`src/rtl/periph_bus_arbiter.sv`:
```
// periph_bus_arbiter: serialises two masters onto the peripheral bus, one 3-cycle transaction at a time
module periph_bus_arbiter #(
    parameter int ADDR_W    = 32,
    parameter int DATA_W    = 32,
    parameter int PRIO_MODE = 0
) (
    input  logic              clk,
    input  logic              reset,
    input  logic              m0_req,
    input  logic              m0_wr,
    input  logic [ADDR_W-1:0] m0_addr,
    input  logic [DATA_W-1:0] m0_wdata,
    output logic              m0_ack,
    output logic [DATA_W-1:0] m0_rdata,
    output logic              m0_err,
    input  logic              m1_req,
    input  logic              m1_wr,
    input  logic [ADDR_W-1:0] m1_addr,
    input  logic [DATA_W-1:0] m1_wdata,
    output logic              m1_ack,
    output logic [DATA_W-1:0] m1_rdata,
    output logic              m1_err,
    output logic              p_rd,
    output logic              p_wr,
    output logic [ADDR_W-1:0] p_addr,
    output logic [DATA_W-1:0] p_wdata,
    input  logic [DATA_W-1:0] p_rdata,
    input  logic              p_r_accessible,
    input  logic              p_w_accessible,
    output logic              busy
);
    typedef enum logic [1:0] {IDLE, ISSUE, DONE} state_t;
    state_t            state_q, state_d;
    logic              last_grant_q, last_grant_d, cmd_wr_q, cmd_wr_d;
    logic [ADDR_W-1:0] p_addr_q, p_addr_d;
    logic [DATA_W-1:0] p_wdata_q, p_wdata_d, rdata_q, rdata_d;
    logic [DATA_W-1:0] m0_rdata_q, m0_rdata_d, m1_rdata_q, m1_rdata_d;
    logic              err_q, err_d, m0_err_q, m0_err_d, m1_err_q, m1_err_d;
    logic              start, pick, rd_cap, done_err;

    always_ff @(posedge clk) begin
        if (reset) state_q <= IDLE;
        else state_q <= state_d;
    end

    always_comb begin
        state_d = (state_q == IDLE) ? ((m0_req || m1_req) ? ISSUE : IDLE) :
                  (state_q == ISSUE) ? DONE : IDLE;
    end

    // last_grant also names the owner of the transaction in flight
    always_comb begin
        start        = state_q == IDLE && (m0_req || m1_req);
        pick         = (PRIO_MODE == 0 && m0_req && m1_req) ? ~last_grant_q : ~m0_req;
        last_grant_d = start ? pick : last_grant_q;
        cmd_wr_d     = start ? (pick ? m1_wr : m0_wr) : cmd_wr_q;
        p_addr_d     = start ? (pick ? m1_addr : m0_addr) : p_addr_q;
        p_wdata_d    = start ? (pick ? m1_wdata : m0_wdata) : p_wdata_q;
        rd_cap       = state_q == ISSUE && !cmd_wr_q;
        rdata_d      = rd_cap ? p_rdata : rdata_q;
        err_d        = rd_cap ? ~p_r_accessible : err_q;
        m0_rdata_d   = m0_rdata;
        m0_err_d     = m0_err;
        m1_rdata_d   = m1_rdata;
        m1_err_d     = m1_err;
    end

    always_ff @(posedge clk) begin
        if (reset) begin
            last_grant_q <= 1'b1;
            cmd_wr_q     <= 1'b0;
            p_addr_q     <= '0;
            p_wdata_q    <= '0;
            rdata_q      <= '0;
            err_q        <= 1'b0;
            m0_rdata_q   <= '0;
            m0_err_q     <= 1'b0;
            m1_rdata_q   <= '0;
            m1_err_q     <= 1'b0;
        end else begin
            last_grant_q <= last_grant_d;
            cmd_wr_q     <= cmd_wr_d;
            p_addr_q     <= p_addr_d;
            p_wdata_q    <= p_wdata_d;
            rdata_q      <= rdata_d;
            err_q        <= err_d;
            m0_rdata_q   <= m0_rdata_d;
            m0_err_q     <= m0_err_d;
            m1_rdata_q   <= m1_rdata_d;
            m1_err_q     <= m1_err_d;
        end
    end

    // write hit arrives registered, so it is only meaningful in DONE
    always_comb begin
        done_err = cmd_wr_q ? ~p_w_accessible : err_q;
        m0_ack   = state_q == DONE && !last_grant_q;
        m1_ack   = state_q == DONE && last_grant_q;
        m0_rdata = m0_ack ? rdata_q : m0_rdata_q;
        m0_err   = m0_ack ? done_err : m0_err_q;
        m1_rdata = m1_ack ? rdata_q : m1_rdata_q;
        m1_err   = m1_ack ? done_err : m1_err_q;
        p_rd     = state_q == ISSUE && !cmd_wr_q;
        p_wr     = state_q == ISSUE && cmd_wr_q;
        p_addr   = p_addr_q;
        p_wdata  = p_wdata_q;
        busy     = state_q != IDLE;
    end
endmodule

```
`config.mk`:
```
export PLATFORM = sky130hd
export DESIGN_NAME = periph_bus_arbiter
export DESIGN_NICKNAME = d
export VERILOG_FILES = /design/src/rtl/periph_bus_arbiter.sv
export SDC_FILE = /design/constraint.sdc
export NUM_CORES = 1
export LEC_CHECK = 0
export ABC_AREA = 1
export CORE_MARGIN = 5
export CORE_UTILIZATION = 41
export CTS_BUF_LIST = sky130_fd_sc_hd__clkbuf_8
export CTS_CLUSTER_DIAMETER = 80
export DETAILED_ROUTE_END_ITERATION = 8
export PLACE_DENSITY = 0.78
export RECOVER_POWER = 100
export SYNTH_ARGS = -nofsm -noshare
export SYNTH_HDL_FRONTEND = slang
export SYNTH_SLANG_ARGS = --single-unit
```
`constraint.sdc`:
```
create_clock -name clk -period 1.2 [get_ports clk]
set_input_delay 0.18 -clock clk [delete_from_list [all_inputs] [get_ports clk]]
set_output_delay 0.18 -clock clk [all_outputs]
set_load 0.1 [all_outputs]
```
==> metrics.txt, run 1 <==
Final Hold Viols=0; CTS root buf=clkbuf_8; Tightest Pin Transition=0.461 ns; Vias/cell=4.75; Primary FF master, synth=dfxtp_1; Finished Cell Area=15,600 um2; placement-stage cell area=13,900 um2; largest net degree at the start of global routing=100; final setup violation count=285; post-synth top area cell=dfxtp_1; Avg Inst Size Synth=6.23 um2; Max-Slew Margin vs Limit=69.3%; Placeable Area=19,400 um2; Synth cell types=20; YS warnings=0; Die Wd=150 um; global-route wire length before repair=42.9 mm; WL/cell=15.5 um; DP Worst Slack=-0.515 ns; Routed Antenna Nets=0; fmax=498 MHz; status=complete, but fails checks; clock sink total=167; Gate Count Post-Synth=1,289; sequential cell area fraction in the yosys report=41.6%; Global Route Usage Sum=24.1%; Sum Neg Setup Slack=-106.43 ns; # DRC=0; ys async rst share=0%; CTS max path bufs=2; synth top area cells=dfxtp_1, nand2_1, inv_1; CTS tree=done; Post-synth top cells=nand2_1, inv_1, nor2_1, dfxtp_1, a21oi_1; clk_skew=0.0176 ns; num rows=51; Buffers on Ports=302; Pre-antenna DRT Iters=5; I/O pin count=303; Tmin final=2.01 ns; Clk pin slew, worst setup/hold paths=0.08 ns; startpoint types=register; Nets=1,810; Critical Path Sink Type=output pin; min-delay worst type=in2reg; final wirelength=29.7 mm; antenna violations before repair=3; hpwl dp=19.9 mm; WHS=0.264 ns; total gr overflow=0; critical path fanouts, max=3; routed via count=9,119; max-cap viol count=0; clock latency on the worst-skew pair=0.45 ns; final worst setup slack=-0.810 ns; TritonCTS Buffers=17; setup slack, reg-to-reg=-0.65 ns; Worst VDD drop=0.000630 V; synthesis-to-finish area growth=94.0%; Max Slew Vio Count=0; syn nets=1,457; EDFF count, synth=0; required time worst endpoint=1.02 ns; leakage power=7.11 nW; vias in the first global route=8,677; critical path data arrival time=1.83 ns; most numerous cell in the Yosys netlist=nand2_1; CP Class=reg2out; #FFs+latches synth=167; top cell type's share of synthesized area=41.6%; initial core utilization=41.4%; die footprint=22,500 um2; routability congestion estimate=0.888; H-tree depth=4; DR iter-0 viols=429; Power Dens Cells=1270 nW/um2; Final period util=167%; failing checks=setup timing; die height=150 um; unrepaired setup endpoints after global routing=true; Mapped Area=8030 um2; fraction of layout cells with a size suffix above 1=32.8%
layer usage:
layer / share of wire [%] / vias to the layer above / global-route usage [%]
met4: 3.9 / 2 / 10.2
met3: 7.8 / 73 / 6.72
met1: 37 / 4165 / 27.0
met5: 0.064 / - / 0
met2: 52 / 374 / 42.7
li1: - / 4505 / -
power by group:
part	internal, mW	switching, mW	leakage [nW]
Sequential	5.97	0.429	1.37
Clock	1.99	2.15	0.209
Combinational	3.60	5.58	5.53
cell usage in the layout (no fill, tap or decap), types with 16 or more instances in the layout:
cell / count
nor2_2: 25
buf_4: 62
inv_6: 19
dfxtp_1: 161
buf_6: 16
nand3_1: 66
nand2_2: 30
nand2_1: 267
clkinvlp_4: 23
nor2_1: 159
a21oi_1: 93
clkbuf_8: 19
inv_1: 196
nor2_4: 20
nand2_4: 41
o21ai_4: 50
buf_12: 155
clkdlybuf4s50_1: 165
timing repair:
action / 4_1_cts / 5_1_grt
pin swaps: 7 / 78
endpoints found under the hold margin: 2 / 0
setup endpoints to repair: 265 / 298
resized for setup: 97 / 162
hold buffers: 1 / 0
buffers inserted: 9 / 11
cloned: 4 / 7
cell families after synthesis:
logic type	count (synthesis)	synth area share [%]
flip-flops	167	41.6
AND/OR/NAND/NOR	610	29.7
AO/OA/AOI/OAI	166	10.8
buffers and inverters	346	17.8
critical path, cell delays in order (launching register included):
cell      delay [ns]
dfxtp_4         0.36
buf_4           0.13
buf_8           0.12
clkinv_8        0.04
nand2_4         0.05
nor2_4          0.15
nand2_1         0.08
o21ai_2         0.09
bufinv_8        0.20
buf_12          0.15
state kept, by name, summed over array words and instances (netlist names), 2 cells and up:
register / count
m0_rdata_q: 32
m1_rdata_q: 32
p_addr: 32
p_wdata: 32
rdata_q: 32
state_q: 2
layout make-up:
class                      count  area, um2
fill                        1157       3820
tap                          265        332
inverter                     266       1270
clock buffer                  19        262
timing repair buffer         414       5750
clock inverter                12        143
multi-input combinational    776       4470
antenna                        2       5.00
sequential                   167       3360
through the flow:
stage               cells  total power, mW  utilization (%)
finish               1921             19.7             80.3
detailed placement   1859             14.7             71.7
global route         1921             20.5             80.3
floorplan            1289             11.4                -
CTS                  1903             19.2             76.3
global placement     1859             14.6             71.7
final timing paths:
kind	end	depth (start not counted)	start
setup / recovery	m1_err	9	state_q[0]
hold / removal	last_grant_q	5	m0_req
setup reg to reg	p_addr[3]	13	state_q[0]
hold reg to reg	err_q	2	err_q
No activity file was read; power rests on OpenSTA's default activity.
==> run 2, diff against run 1 <==
--- a/config.mk
+++ b/config.mk
@@ -7,11 +7,12 @@
 export LEC_CHECK = 0
 export ABC_AREA = 1
 export CORE_MARGIN = 5
-export CORE_UTILIZATION = 41
+export CORE_UTILIZATION = 60
 export CTS_BUF_LIST = sky130_fd_sc_hd__clkbuf_8
 export CTS_CLUSTER_DIAMETER = 80
 export DETAILED_ROUTE_END_ITERATION = 8
-export PLACE_DENSITY = 0.78
+export DONT_BUFFER_PORTS = 1
+export PLACE_DENSITY = 0.79
 export RECOVER_POWER = 100
 export SYNTH_ARGS = -nofsm -noshare
 export SYNTH_HDL_FRONTEND = slang
==> run 2 against run 1 <==
The flow now stops in 5_1_grt; area after synthesis did not move; synthesized cell count unchanged.
==> metrics.txt, run 2 <==
synth top area cells=dfxtp_1, nand2_1, inv_1; Simple-Gate Fraction of Synth Area=29.7%; TritonCTS Buffers=17; worst endpoint after global-route timing repair=m0_rdata[21]; YS warnings=0; die height=126 um; Post-synth top cells=nand2_1, inv_1, nor2_1, dfxtp_1, a21oi_1; Synth cell types=20; Avg Inst Size Synth=6.23 um2; syn nets=1,457; worst endpoint type=output port; Gate Count Post-Synth=1,289; most numerous cell in the Yosys netlist=nand2_1; #FFs+latches synth=167; largest net degree at the start of global routing=134; largest family of logic cells by synthesized area=simple AND/OR/NAND/NOR gates; H-tree depth=4; Mapped Area=8030 um2; top cell type's share of synthesized area=41.6%; post-synth top area cell=dfxtp_1; xor/xnor share of the synthesized area=0%; Buffers on Ports=0; routability congestion estimate=0.843; first error=[ERROR DPL-0038] Utilization greater than 100%, impossible to legalize; Die Wd=126 um; hpwl dp=16.5 mm; sequential cell area fraction in the yosys report=41.6%; status=stopped before the end; CTS root buf=clkbuf_8; CTS max path bufs=2; EDFF count, synth=0; Compound-Gate Fraction of Synth Area=10.8%; initial core utilization=60.9%; clock sink total=167; num rows=42; I/O pin count=303; ys async rst share=0%; post-placement cell count=1,544; Synth Area in Adders=0%; Primary FF master, synth=dfxtp_1; Halt Stage=5_1_grt; mux cell area share after synthesis=0%
[run 2: cell counts after synthesis]
No cell type changed its count.
[run 2: logic make-up after synthesis]
logic type      after synthesis
buf+inv                     346
compound gates              166
simple gates                610
flops                       167
[run 2: through the flow]
step           TNS (ns)  hold slack, ns  instance area, um2  setup WS (ns)
4_1_cts          -93.80          -0.242               11900         -0.848
2_1_floorplan    -40.42           0.324                8880         -0.458
3_3_place_gp     -27.66           0.258               10400         -0.364
3_5_place_dp     -34.76           0.259               10400         -0.444
[run 2: repair_timing]
item                                    CTS
endpoints found under the setup margin  268
gates cloned                              8
hold endpoints to repair                167
setup buffers                            10
resized for setup                       110
hold buffers                             37
pin swaps                                 9
==> run 3, diff against run 2 <==
--- a/config.mk
+++ b/config.mk
@@ -7,12 +7,10 @@
 export LEC_CHECK = 0
 export ABC_AREA = 1
 export CORE_MARGIN = 5
-export CORE_UTILIZATION = 60
-export CTS_BUF_LIST = sky130_fd_sc_hd__clkbuf_8
-export CTS_CLUSTER_DIAMETER = 80
+export CORE_UTILIZATION = 40
 export DETAILED_ROUTE_END_ITERATION = 8
 export DONT_BUFFER_PORTS = 1
-export PLACE_DENSITY = 0.79
+export PLACE_DENSITY_LB_ADDON = 0.15
 export RECOVER_POWER = 100
 export SYNTH_ARGS = -nofsm -noshare
 export SYNTH_HDL_FRONTEND = slang
==> constraint.sdc (replaced) <==
create_clock -name clk -period 1.56 [get_ports clk]
set_input_delay 0.234 -clock clk [delete_from_list [all_inputs] [get_ports clk]]
set_output_delay 0.234 -clock clk [all_outputs]
set_load 0.1 [all_outputs]
==> run 3 against run 2 <==
The flow now finishes, with violations (hold timing, setup timing).
==> metrics.txt, run 3 (same netlist as run 1, synthesis figures left out) <==
Routed Antenna Nets=0; busiest grt layer=met2; Max Slew Vio Count=0; Critical Path Sink Type=output pin; final std cells w/o fill=1,715; status=complete, but fails checks; M3 GR Usage=6.22%; leakage power=5.92 nW; slowest cell on the critical path=dfxtp_2; Max-Slew Margin vs Limit=69.8%; H-tree depth=4; vias in the first global route=7,287; commonest non-fill, non-tap cells in the layout=nand2_1, inv_1, nor2_1, dfxtp_1, buf_4; Final period util=129%; most common cell after layout, fill and taps aside=nand2_1; critical path fanouts, max=7; Sum Neg Setup Slack=-23.20 ns; fmax=498 MHz; CTS root buf=clkbuf_16; hpwl dp=16.6 mm; # DRC=0; fraction of layout cells with a size suffix above 1=27.7%; Buffers on Ports=0; die footprint=23,000 um2; Power Dens Cells=1210 nW/um2; CP Class=reg2out; total gr overflow=0; Tmin final=2.01 ns; crit path cell chain=inv_2, nor2_4, nand2_4, clkbuf_16, o21ai_4, clkinvlp_4, buf_12; final wirelength=24.7 mm; CTS tree=done; CTS max path bufs=2; min-delay worst type=in2reg; final worst setup slack=-0.446 ns; num rows=51; largest net degree at the start of global routing=134; Placeable Area=19,600 um2; critical path data arrival time=1.77 ns; post-placement cell count=1,657; WL/cell=14.4 um; Pre-antenna DRT Iters=4; number of diodes=0; Clk pin slew, worst setup/hold paths=0.07 ns; startpoint types=register; Worst VDD drop=0.000698 V; clock latency on the worst-skew pair=0.43 ns; die height=152 um; placement-stage cell area=10,600 um2; Max stage delay on crit path=0.34 ns; Global Route Usage Sum=20.1%; final setup violation count=70; antenna violations before repair=0; failing checks=hold timing, setup timing; synthesis-to-finish area growth=47.6%; Nets=1,605; GR Util met1=23.4%; DP Worst Slack=-0.135 ns; clk_skew=0.0139 ns; Tightest Pin Transition=0.452 ns; TritonCTS Buffers=17; routability congestion estimate=0.832; max-cap viol count=0; I/O pin count=303; Die Wd=152 um; WHS=-0.117 ns; global-route wire length before repair=36.5 mm; DR iter-0 viols=324; required time worst endpoint=1.33 ns; Vias/cell=4.56; routed via count=7,827; hold_buf cts=2; Finished Cell Area=11,900 um2; met2 Use GR=34.8%; unrepaired setup endpoints after global routing=true; Final Hold Viols=87; clock sink total=167; initial core utilization=41.0%
-- run 3: cell type report --
class	count	area (um2)
Fill cell	1856	7730
Sequential cell	167	3350
Timing Repair Buffer	209	2710
Tap cell	265	332
Inverter	266	1090
Clock buffer	17	425
Multi-Input combinational cell	776	3780
Clock inverter	15	176
-- run 3: worst max-delay path, delay by kind of cell (launching register included) --
family                 cells  cell delay, ns
AO/OA/AOI/OAI              1            0.19
buffers and inverters      4            0.56
flip-flops                 1            0.34
AND/OR/NAND/NOR            2            0.25
-- run 3: what timing repair did --
action | in CTS | in global routing
resized for setup | 91 | 46
setup endpoints to repair | 71 | 72
pin swaps | 3 | 8
setup buffers | 5 | 13
cloned | 2 | 5
endpoints found under the hold margin | 102 | 100
-- run 3: final timing paths --
kind              cells after the start  slack [ns]        endpoint  startpoint
hold reg to reg                       2        0.49           err_q       err_q
hold / removal                        1       -0.12  m0_rdata_q[27]       reset
setup reg to reg                     10        0.03     p_wdata[24]  state_q[0]
setup / recovery                      7       -0.45     m0_rdata[7]  state_q[1]
-- run 3: routing by layer --
| metal | wire length [um] | share of wire (%) |
|---|---|---|
| met5 | 0 | 0 |
| met4 | 644 | 2.6 |
| met3 | 1710 | 6.9 |
| met2 | 12400 | 50 |
| met1 | 9930 | 40 |
-- run 3: power breakdown --
group | leakage (nW) | total, mW | switching, mW | internal [mW]
Clock | 0.298 | 4.29 | 1.99 | 2.30
Combinational | 4.25 | 5.26 | 3.72 | 1.54
Sequential | 1.37 | 4.79 | 0.204 | 4.59
-- run 3: metrics by stage --
| stage | power (mW) | utilization (%) |
|---|---|---|
| floorplan | 8.59 | - |
| global placement | 9.79 | 54.1 |
| detailed placement | 9.83 | 54.1 |
| CTS | 14.3 | 58.7 |
| global route | 15.0 | 60.5 |
| finish | 14.3 | 60.5 |
==> run 4, diff against run 3 <==
--- a/config.mk
+++ b/config.mk
@@ -6,10 +6,14 @@
 export NUM_CORES = 1
 export LEC_CHECK = 0
 export ABC_AREA = 1
+export CELL_PAD_IN_SITES_DETAIL_PLACEMENT = 1
+export CELL_PAD_IN_SITES_GLOBAL_PLACEMENT = 1
 export CORE_MARGIN = 5
 export CORE_UTILIZATION = 40
+export CTS_CLUSTER_DIAMETER = 200
 export DETAILED_ROUTE_END_ITERATION = 8
 export DONT_BUFFER_PORTS = 1
+export GPL_ROUTABILITY_DRIVEN = 0
 export PLACE_DENSITY_LB_ADDON = 0.15
 export RECOVER_POWER = 100
 export SYNTH_ARGS = -nofsm -noshare
==> run 4 against run 3 <==
The flow still finishes with violations (hold timing, setup timing); sequential share of layout area up 0.32 points; non-clock buffer count down 23; critical endpoint is now m0_rdata[2]; sequential power is essentially flat; total power fell by 0.98%; setup slack got worse by 0.017 ns; worst hold slack worse by 0.0056 ns; global-route usage grew 5.3 points; wire length grew 22%; via count is 4.5% higher; final cell count fell by 1.3%.
==> metrics.txt, run 4 (same netlist as run 1, synthesis figures left out) <==
reg2reg start=state_q[0]; die height=152 um; final wirelength=30.1 mm; Power Internal=8.34 mW; num rows=51; min-delay worst type=in2reg; final std cells w/o fill=1,692; hold_buf cts=1; worst min-delay path endpoint=rdata_q[25]; initial core utilization=41.0%; Worst VDD drop=0.000719 V; Reg-to-Reg End=rdata_q[14]; final setup violation count=70; Vias/cell=4.84; critical path fanouts, max=13; Power Dens Cells=1210 nW/um2; Flop pwr share=33.9%; Overall Power=14.2 mW; clock latency on the worst-skew pair=0.43 ns; final worst setup slack=-0.463 ns; hpwl dp=20.0 mm; total gr overflow=0; status=complete, but fails checks; crit path cell chain=inv_2, nor2_4, nand2_4, buf_16, o21ai_4, clkinvlp_4, buf_12; Buffers on Ports=0; Pre-antenna DRT Iters=5; Tightest Pin Transition=0.302 ns; Global Route Usage Sum=25.4%; largest net degree at the start of global routing=134; antenna violations before repair=0; Logic pwr share=37.0%; Clk pwr share=29.1%; Sw Pwr=5.86 mW; Final period util=130%; fmax=494 MHz; startpoint types=register; Nets=1,582; Die Wd=152 um; fraction of layout cells with a size suffix above 1=27.6%; CTS max path bufs=2; switching share of power=41.2%; Final Hold Viols=100; synthesis-to-finish area growth=46.0%; slowest cell on the critical path=dfxtp_2; routed via count=8,181; failing checks=hold timing, setup timing; clock sink total=167; Tmin final=2.02 ns; critical path data arrival time=1.79 ns; post-placement cell count=1,650; path depth of the worst reg2reg path=8; WHS=-0.122 ns; I/O pin count=303; Max Slew Vio Count=0; Max-Slew Margin vs Limit=79.7%; most common cell after layout, fill and taps aside=nand2_1; Core Util, Final=59.9%; TritonCTS Buffers=17; hold depth=1; Placeable Area=19,600 um2; # DRC=0; DR iter-0 viols=286; die footprint=23,000 um2; CP Class=reg2out; H-tree depth=4; hold path start=reset; Clk pin slew, worst setup/hold paths=0.07 ns; commonest non-fill, non-tap cells in the layout=nand2_1, nor2_1, inv_1, dfxtp_1, a21oi_1; Routed Antenna Nets=0; leakage power=5.76 nW; clk_skew=0.00997 ns; required time worst endpoint=1.33 ns; setup slack, reg-to-reg=0.07 ns; unrepaired setup endpoints after global routing=true; CTS root buf=clkbuf_16; global-route wire length before repair=45.6 mm; CTS tree=done; vias in the first global route=8,721; Max stage delay on crit path=0.34 ns; Critical Path Sink Type=output pin; WL/cell=17.8 um; max-cap viol count=0
==> run 4: cell count changes in the layout (fill, tap and decap cells not counted), moves of 3 or more <==
cell | before | now
o21ai_4 | 24 | 31
a21oi_2 | 4 | 1
clkbuf_16 | 21 | 18
clkinv_4 | 2 | 5
buf_4 | 111 | 93
nand2_2 | 4 | 24
o21ai_2 | 41 | 34
nand2_1 | 328 | 307
nand2_8 | 1 | 4
inv_8 | 5 | 2
a21oi_1 | 95 | 98
==> run 4: power groups by stage <==
stage | registers (mW) | logic (mW) | clock network, mW
5_1_grt | 4.86 | 5.53 | 4.38
4_1_cts | 4.81 | 5.19 | 4.21
3_5_place_dp | 4.88 | 5.01 | 0
6_report | 4.82 | 5.25 | 4.13
2_1_floorplan | 6.25 | 2.34 | 0
3_3_place_gp | 4.86 | 4.91 | 0
==> run 4: worst max-delay path by stage <==
stage               startpoint      endpoint  cells past startpoint
global route        state_q[1]   m0_rdata[2]                      7
finish              state_q[1]   m0_rdata[2]                      7
global placement    state_q[1]  m1_rdata[20]                      7
floorplan           state_q[0]        m1_err                      5
detailed placement  state_q[1]  m1_rdata[26]                      7
CTS                 state_q[1]   m0_rdata[6]                      7
==> run 4: critical path, delay by kind of cell (launching register included) <==
family	cells	cell delay (ns)
compound gates	1	0.19
simple gates	2	0.24
buf+inv	4	0.58
flops	1	0.34
==> run 4: area by class of cell <==
cell class,instances,area [um2]
diodes,1,2.50
clock buffers,20,457
clock inverters,11,118
fillers,2430,7860
inverters,266,1100
multi-input cells,776,3890
flip-flops and latches,167,3350
well taps,265,332
repair buffers,186,2470
==> run 4: layer usage <==
layer,share of wire (%),GRT usage (%),vias to the layer above
met5,0,0,-
met1,37,26.1,3831
met4,3.1,9.79,0
met2,53,47.5,247
met3,7.4,8.09,55
li1,-,-,4048
==> run 4: repair_timing <==
| action | CTS | global route |
|---|---|---|
| setup endpoints to repair | 71 | 102 |
| buffers inserted | 4 | 5 |
| pin swaps | 6 | 5 |
| gates cloned | 1 | 1 |
| resized for setup | 126 | 33 |
| hold endpoints to repair | 101 | 100 |
==> run 4: through the flow <==
stage          worst slack (ns)  cell area (um2)  hold WS, ns  setup TNS (ns)
3_5_place_dp             -0.107            10600        0.320           -1.62
3_3_place_gp            -0.0137            10600        0.316         -0.0194
4_1_cts                  -0.485            11500       -0.135          -25.53
2_1_floorplan            -0.253             8420        0.378           -3.86
5_1_grt                  -0.526            11700       -0.130          -29.43
6_report                 -0.463            11700       -0.122          -24.43
